### config.mk
export PLATFORM = sky130hd
export DESIGN_NAME = mat_pair_loader_flat
export DESIGN_NICKNAME = d
export VERILOG_FILES = /design/src/rtl/mat_pair_loader_if.sv /design/src/rtl/mat_pair_loader.sv /design/src/flat_wrapper.sv
export SDC_FILE = /design/constraint.sdc
export NUM_CORES = 1
export LEC_CHECK = 0
export ABC_AREA = 1
export BUFFER_PORTS_ARGS = -buffer_cell sky130_fd_sc_hd__buf_2
export CELL_PAD_IN_SITES_DETAIL_PLACEMENT = 0
export CELL_PAD_IN_SITES_GLOBAL_PLACEMENT = 1
export CORE_UTILIZATION = 44
export DETAILED_ROUTE_END_ITERATION = 10
export PLACE_DENSITY = 0.86
export SLEW_MARGIN = 20
export SYNTH_ARGS = -nofsm -noshare
export SYNTH_HDL_FRONTEND = slang
export SYNTH_SLANG_ARGS = --single-unit
### constraint.sdc
create_clock -name clk -period 4.7 [get_ports clk]
set_clock_uncertainty 0.15 [all_clocks]
set_input_delay 0.705 -clock clk [delete_from_list [all_inputs] [get_ports clk]]
set_output_delay 0.705 -clock clk [all_outputs]
set_load 0.02 [all_outputs]
### src/rtl/mat_pair_loader_if.sv
// Element-stream input and matrix-pair output bundle for mat_pair_loader.
// slave is the loader side; master is the feeder/consumer side.
interface mat_pair_loader_if #(
    parameter int unsigned W     = 32,
    parameter int unsigned CNT_W = 16
);
    logic [W-1:0]     in_data;
    logic             in_valid;
    logic             in_ready;
    logic             in_last;
    logic [4*W-1:0]   A;
    logic [4*W-1:0]   B;
    logic             out_valid;
    logic             out_ready;
    logic             err;
    logic [CNT_W-1:0] pair_count;

    modport master (
        output in_data, in_valid, in_last, out_ready,
        input  in_ready, A, B, out_valid, err, pair_count
    );

    modport slave (
        input  in_data, in_valid, in_last, out_ready,
        output in_ready, A, B, out_valid, err, pair_count
    );
endinterface

### src/rtl/mat_pair_loader.sv
// Assembles eight serial signed elements into a packed A/B 2x2 matrix pair.
// One assembly buffer plus one output register lets loading overlap draining.
module mat_pair_loader #(
    parameter int unsigned W     = 32,
    parameter int unsigned CNT_W = 16
) (
    input  logic             clk,
    input  logic             rst_n,
    mat_pair_loader_if.slave bus
);
    localparam int unsigned MAT_W  = 4 * W;
    localparam int unsigned N_ELEM = 8;
    localparam int unsigned IDX_W  = 3;
    localparam logic [IDX_W-1:0] LAST_IDX = IDX_W'(N_ELEM - 1);

    typedef enum logic {
        S_LOAD = 1'b0,
        S_HOLD = 1'b1
    } state_t;

    state_t           r_state;
    logic [IDX_W-1:0] r_idx;
    logic [W-1:0]     r_asm [N_ELEM];
    logic [MAT_W-1:0] r_a;
    logic [MAT_W-1:0] r_b;
    logic             r_in_ready;
    logic             r_out_valid;
    logic             r_err;
    logic [CNT_W-1:0] r_pair_count;

    logic             w_accept;
    logic             w_out_hs;
    logic             w_at_last;
    logic             w_frame_ok;
    logic [MAT_W-1:0] w_asm_a;
    logic [MAT_W-1:0] w_asm_b;
    logic [MAT_W-1:0] w_fin_b;

    // Handshake decode and pair images; w_fin_b folds in the element arriving now.
    always_comb begin
        w_accept   = bus.in_valid && r_in_ready;
        w_out_hs   = r_out_valid && bus.out_ready;
        w_at_last  = (r_idx == LAST_IDX);
        w_frame_ok = (bus.in_last == w_at_last);
        w_asm_a    = {r_asm[0], r_asm[1], r_asm[2], r_asm[3]};
        w_asm_b    = {r_asm[4], r_asm[5], r_asm[6], r_asm[7]};
        w_fin_b    = {r_asm[4], r_asm[5], r_asm[6], bus.in_data};
    end

    always_ff @(posedge clk) begin
        if (!rst_n) begin
            r_state      <= S_LOAD;
            r_idx        <= '0;
            r_asm        <= '{default: '0};
            r_a          <= '0;
            r_b          <= '0;
            r_in_ready   <= 1'b0;
            r_out_valid  <= 1'b0;
            r_err        <= 1'b0;
            r_pair_count <= '0;
        end else begin
            // A drained pair empties the output unless a refill below overrides it.
            if (w_out_hs) begin
                r_pair_count <= r_pair_count + CNT_W'(1);
                r_out_valid  <= 1'b0;
            end
            case (r_state)
                S_LOAD: begin
                    r_in_ready <= 1'b1;
                    if (w_accept) begin
                        if (!w_frame_ok) begin
                            r_err <= 1'b1;
                            r_idx <= '0;
                        end else if (w_at_last) begin
                            r_idx <= '0;
                            if (!r_out_valid || bus.out_ready) begin
                                r_a         <= w_asm_a;
                                r_b         <= w_fin_b;
                                r_out_valid <= 1'b1;
                            end else begin
                                r_asm[LAST_IDX] <= bus.in_data;
                                r_state         <= S_HOLD;
                                r_in_ready      <= 1'b0;
                            end
                        end else begin
                            r_asm[r_idx] <= bus.in_data;
                            r_idx        <= r_idx + IDX_W'(1);
                        end
                    end
                end
                S_HOLD: begin
                    if (w_out_hs) begin
                        r_a         <= w_asm_a;
                        r_b         <= w_asm_b;
                        r_out_valid <= 1'b1;
                        r_state     <= S_LOAD;
                        r_in_ready  <= 1'b1;
                    end
                end
            endcase
        end
    end

    assign bus.in_ready   = r_in_ready;
    assign bus.A          = r_a;
    assign bus.B          = r_b;
    assign bus.out_valid  = r_out_valid;
    assign bus.err        = r_err;
    assign bus.pair_count = r_pair_count;
endmodule
### src/flat_wrapper.sv
// flat-port wrapper written by rule: the top's interface ports become plain ports
module mat_pair_loader_flat 
#(
    parameter int unsigned W     = 32,
    parameter int unsigned CNT_W = 16
)
  (clk, rst_n, bus_in_data, bus_in_valid, bus_in_last, bus_out_ready, bus_in_ready, bus_A, bus_B, bus_out_valid, bus_err, bus_pair_count);
  mat_pair_loader_if #(.W(W), .CNT_W(CNT_W)) bus_i ();
  input  logic clk;
  input  logic rst_n;
  input wire logic [$bits(bus_i.in_data)-1:0] bus_in_data;
  input wire logic [$bits(bus_i.in_valid)-1:0] bus_in_valid;
  input wire logic [$bits(bus_i.in_last)-1:0] bus_in_last;
  input wire logic [$bits(bus_i.out_ready)-1:0] bus_out_ready;
  output wire logic [$bits(bus_i.in_ready)-1:0] bus_in_ready;
  output wire logic [$bits(bus_i.A)-1:0] bus_A;
  output wire logic [$bits(bus_i.B)-1:0] bus_B;
  output wire logic [$bits(bus_i.out_valid)-1:0] bus_out_valid;
  output wire logic [$bits(bus_i.err)-1:0] bus_err;
  output wire logic [$bits(bus_i.pair_count)-1:0] bus_pair_count;
  assign bus_i.in_data = bus_in_data;
  assign bus_i.in_valid = bus_in_valid;
  assign bus_i.in_last = bus_in_last;
  assign bus_i.out_ready = bus_out_ready;
  assign bus_in_ready = bus_i.in_ready;
  assign bus_A = bus_i.A;
  assign bus_B = bus_i.B;
  assign bus_out_valid = bus_i.out_valid;
  assign bus_err = bus_i.err;
  assign bus_pair_count = bus_i.pair_count;
  mat_pair_loader #(.W(W), .CNT_W(CNT_W)) u_core (.clk(clk), .rst_n(rst_n), .bus(bus_i));
endmodule
# == Yosys cells after proc, flatten, opt, wreduce, memory -nomap -nowiden ==
# Cells that the tools add are included.
# word_totals
reg_bits,535
inputBits,37
output_inout_bits,275
word_cells,80
# op_classes
n_addsub,2
n_lt_le_gt_ge,2
eq_ne,8
mux,38
bitwise_logic,4
n_reduce_logical,10
# op_table
cell,n
two-way mux 128 bit,10
case mux 128 bit (2 select lines),2
bitwise mux 256 bit,1
demux 32 bit (select 3 bit),1
two-way mux 32 bit,3
"adder 16 x 1 -> 16 bit, second input constant",1
two-way mux 1 bit,16
"!= test 2 x 1 -> 1 bit, second input constant",4
AND reduction 4 bit,2
two-way mux 3 bit,2
case mux 1 bit (2 select lines),3
AND reduction 5 bit,1
"greater-or-equal comparator 4 bit, second input constant",1
"less-than comparator 4 x 1 -> 1 bit, second input constant",1
"!= test 2 bit, second input constant",2
NOT 3 -> 4 bit,1
"adder 3 x 1 -> 3 bit, second input constant",1
"== test 3 bit, second input constant",1
logical AND 1 bit,3
NOT 1 bit,3
AND reduction 3 bit,1
AND reduction 2 bit,1
== test 1 bit,1
zero test 1 bit,1
logical OR 1 bit,1

# == Logic depth before layout (Yosys ltp) ==
# logic_depth
ltp_word,7
mapped_depth,12
depth_no_buf,10

# == Least setup slack after synthesis ==
# Ideal clock, no wire load.
# synth_timing
path_kind,register to register
start,register u_core.r_idx[0]
end,"register u_core.r_a[127], in the netlist u_core.bus.A[127]"
setup_ns,0.112
arrival_time_ns,1.736
setup_slack_ns,2.703
path_stages_with_launch,12
period_less_slack_ns,1.997
path_cell_list,dfxtp_1 ha_1 ha_1 inv_2 nand2_1 nand3_1 nand2_1 clkbuf_1 buf_2 nand3_1 nand2_1 nor2_1
# synth_via
elab_chain_len,4
word_cells_on_any_way,5
# synth_rtl
item,line_no,source
start: declaration,mat_pair_loader.sv:22,logic [IDX_W-1:0] r_idx;
start signal: assignment,mat_pair_loader.sv:87,r_idx <= r_idx + IDX_W'(1);
== test 3 bit *,mat_pair_loader.sv:43,w_at_last = (r_idx == LAST_IDX);
== test 1 bit,mat_pair_loader.sv:44,w_frame_ok = (bus.in_last == w_at_last);
!= test 2 x 1 -> 1 bit (no line),-,
AND reduction 5 bit (no line) *,-,
end signal: assignment,mat_pair_loader.sv:77,r_a <= w_asm_a;
end signal: assignment,mat_pair_loader.sv:93,r_a <= w_asm_a;
end: declaration,mat_pair_loader.sv:24,logic [MAT_W-1:0] r_a;
# Every way passes the cells marked *; elsewhere a longest branch is shown, timed or not.
# A chain may end at the register's enable or synchronous reset.

# == Worst setup path after layout ==
# layout_timing
start,register u_core.r_idx[0]
end,register u_core.r_asm[166] in the netlist's numbering
# layout_via
elab_chain_len,6
word_cells_on_any_way,11
# layout_rtl
item,line_no,source
NOT 3 -> 4 bit (not written as such),mat_pair_loader.sv:86,r_asm[r_idx] <= bus.in_data;
greater-or-equal comparator 4 bit (not written as such) or less-than comparator 4 x 1 -> 1 bit (tied branches),mat_pair_loader.sv:86,
logical AND 1 bit (not written as such),mat_pair_loader.sv:86,
two-way mux 32 bit (not written as such),mat_pair_loader.sv:86,
demux 32 bit (select 3 bit),mat_pair_loader.sv:86,
bitwise mux 256 bit,mat_pair_loader.sv:86,
end signal: indexed assignment,mat_pair_loader.sv:81,r_asm[LAST_IDX] <= bus.in_data;
end signal: indexed assignment,mat_pair_loader.sv:86,
end: declaration,mat_pair_loader.sv:23,logic [W-1:0] r_asm [N_ELEM];
# Parallel ways exist; a longest one is shown, timed or not.

==> out/metrics.cfg <==
[sta]
worst_pin_slew_ns=1.414
finalSetupViolCount=0
fin_hold_ws_ns=0.2987
hold_viol=0
fin_crit_sh=0.7348
fin_setup_tns_ns=0
period_needed_ns=3.454
rsz0062_at_grt=no
drv_slew=0
max_freq_mhz=289.6
worst_slew_margin_rel=0.05746

[logic_synthesis]
synth_edf_count=0
yosysTopAreaCellShare=0.4892
synthMuxAreaShare=0
synthDistinctLibCells=24
synth_top_family_by_area=simple AND/OR/NAND/NOR gates
synthXorXnorAreaFrac=0.0008000
async_flop_share=0
ys_top_cells_by_area=dfxtp_1 (49%), nor2_1 (12%), nand3_1 (11%)
synth_top_flop_cell=dfxtp_1
yosys.area_share.adder=0.002286
netlist_instances=3130
synth.avg_cell_area_um2=6.995
synth_area_um2=21890
seq_area_frac_synth=0.4892
ys_ff_latch=535
synth_simple_gate_area_frac=0.3386
yosysTopAreaCell=dfxtp_1
syn_nets=3171
yosysWarnings=0
synth_compound_area_frac=0.06686

[floorplan]
core.rowCount=81
die_h_um=225.1
dieWidth_um=225.1
io_pins=312
coreArea_um2=49050
initial_core_util=0.4464
die-area_um2=50660

[detailed_routing]
vias=20491
final_antenna_net_count=0
drc=0
drt_wl_total_um=67560
vias_per_cell=5.158
drt-initial-drc-count=1819
first_pass_iters=6
wl_per_cell_um=17.00

[critical_path]
critPathCaptureType=flip-flop
critical_path_required_ns=5.01
path_max_fanout=64
crit_arrival_ns=3.77
critPathLaunchType=flip-flop
worstSetupPathType=flip-flop to flip-flop

[placed_design]
dp_hpwl_um=40970
gp_congestion=0.8280
dp.cells=3867
placed_cell_area_um2=23260
io_buffers=311

[global_routing]
overflow=0
grt_util_all_layers=0.2613
grt_pass1_vias=18962
antenna_found_initial=2
grt_pass1_wl_um=103900
grt_start_max_net_pins=257

[clock_network]
clock_latency_ns=0.61
cts_buffers=57
htreeDepth=2
clock_path_buffers=3
postCtsHoldBufs=0
clk_pin_slew_worst_paths_ns=0.06
post_cts_buffers=0
cts_resized=0
cts_tree=yes
clock_sinks=535
cts_root_buf=clkbuf_16

[power_and_ir_drop]
p_leak_nw=10.13
power.density_nw_per_um2=378.2
ir_drop_mv=0.2493

[finish]
layout-drive-gt1-share=0.1356
final_util=0.5142
area_growth_syn_to_layout_pct=15.21
fin_nets=3304
fin_area_um2=25220
stdcell_count=3973

[min_path]
hp-class=primary input to flip-flop

[status]
status=finished clean

[flow_run]
cap_violations=0

==> cell type report <==
| cell class | count | area (um^2) |
|---|---|---|
| Fill cell | 4901 | 23830 |
| Sequential cell | 535 | 10710 |
| Multi-Input combinational cell | 2083 | 8996 |
| Timing Repair Buffer | 331 | 1787 |
| Clock buffer | 79 | 1660 |
| Inverter | 255 | 972.2 |
| Tap cell | 664 | 830.8 |
| Clock inverter | 22 | 257.7 |
| Antenna cell | 4 | 10.01 |
==> cell families after synthesis <==
group                    after synthesis
AND/OR/NAND/NOR                     1801
XOR/XNOR                               2
flip-flops                           535
AO/OA/AOI/OAI                        276
adder cells (fa/ha/maj)                4
buffers and inverters                512
==> worst max-delay path: stages, from the launching register on <==
cell     delay [ns]
dfxtp_1        0.51
ha_1           0.23
ha_1           0.19
inv_2          0.05
nand2_1        0.09
nand2_1        0.10
nor2_4         0.21
buf_4          0.57
nand2_1        0.82
nand2_1        0.26
a21oi_1        0.10
==> flip-flops by register name, indices dropped and copies added, names as in the netlist <==
register               count
u_core.r_idx               3
u_core.bus.pair_count     16
u_core.r_asm             256
u_core.bus.B             128
u_core.bus.out_valid       1
u_core.bus.err             1
u_core.bus.A             128
u_core.r_state             1
u_core.bus.in_ready        1
==> cells in the final DEF, fill, tap and decap left out, drive strengths merged <==
master    count
xor2          2
nand4         7
o21ai        39
nand3       492
nand2b        1
clkbuf       79
diode         4
inv         256
bufinv        5
nor3          3
clkinv       14
a21oi       204
clkinvlp      2
nand2       610
ha            4
buf         331
nor2        687
a21boi       32
o21bai        1
dfxtp       535
and2          1
==> routing by layer <==
layer | track usage | routed length, um
met1 | 0.3620 | 30170
met4 | 0.08997 | 2011
met2 | 0.4003 | 30030
met3 | 0.05645 | 5348
met5 | 0 | 0
==> stage by stage <==
step                      setup WS [ns]  power, mW
after floorplan                   2.703      4.892
after global placement            1.449      5.030
after detailed placement          1.308      5.034
after CTS                         1.297      9.601
after global routing             0.8607      9.824
final                             1.246      9.540
==> synthesized netlist by cell type, drive strengths merged, types with 3 or more instances <==
master,instances
dfxtp,535
nand3,492
clkbuf,114
nand4,7
nor3,3
nor2,687
ha,4
a21oi,204
nand2,610
o21ai,39
buf,143
a21boi,32
inv,255
==> final timing paths <==
path	startpoint	endpoint	slack, ns	cells after the start
worst max-delay path	u_core.r_idx[0]	u_core.r_asm[166]	1.25	10
worst min-delay path	bus_out_ready	u_core.bus.pair_count[1]	0.30	3
worst max register to register	u_core.r_idx[0]	u_core.r_asm[166]	1.25	10
worst min register to register	u_core.bus.B[84]	u_core.bus.B[84]	0.31	2
==> power breakdown <==
group	total, mW	internal, mW	switching (mW)
clock	4.60	2.73	1.87
combinational	0.382	0.0750	0.307
sequential	4.56	4.55	0.00894
total	9.54	7.35	2.19
No activity file was read; power rests on OpenSTA's default activity.
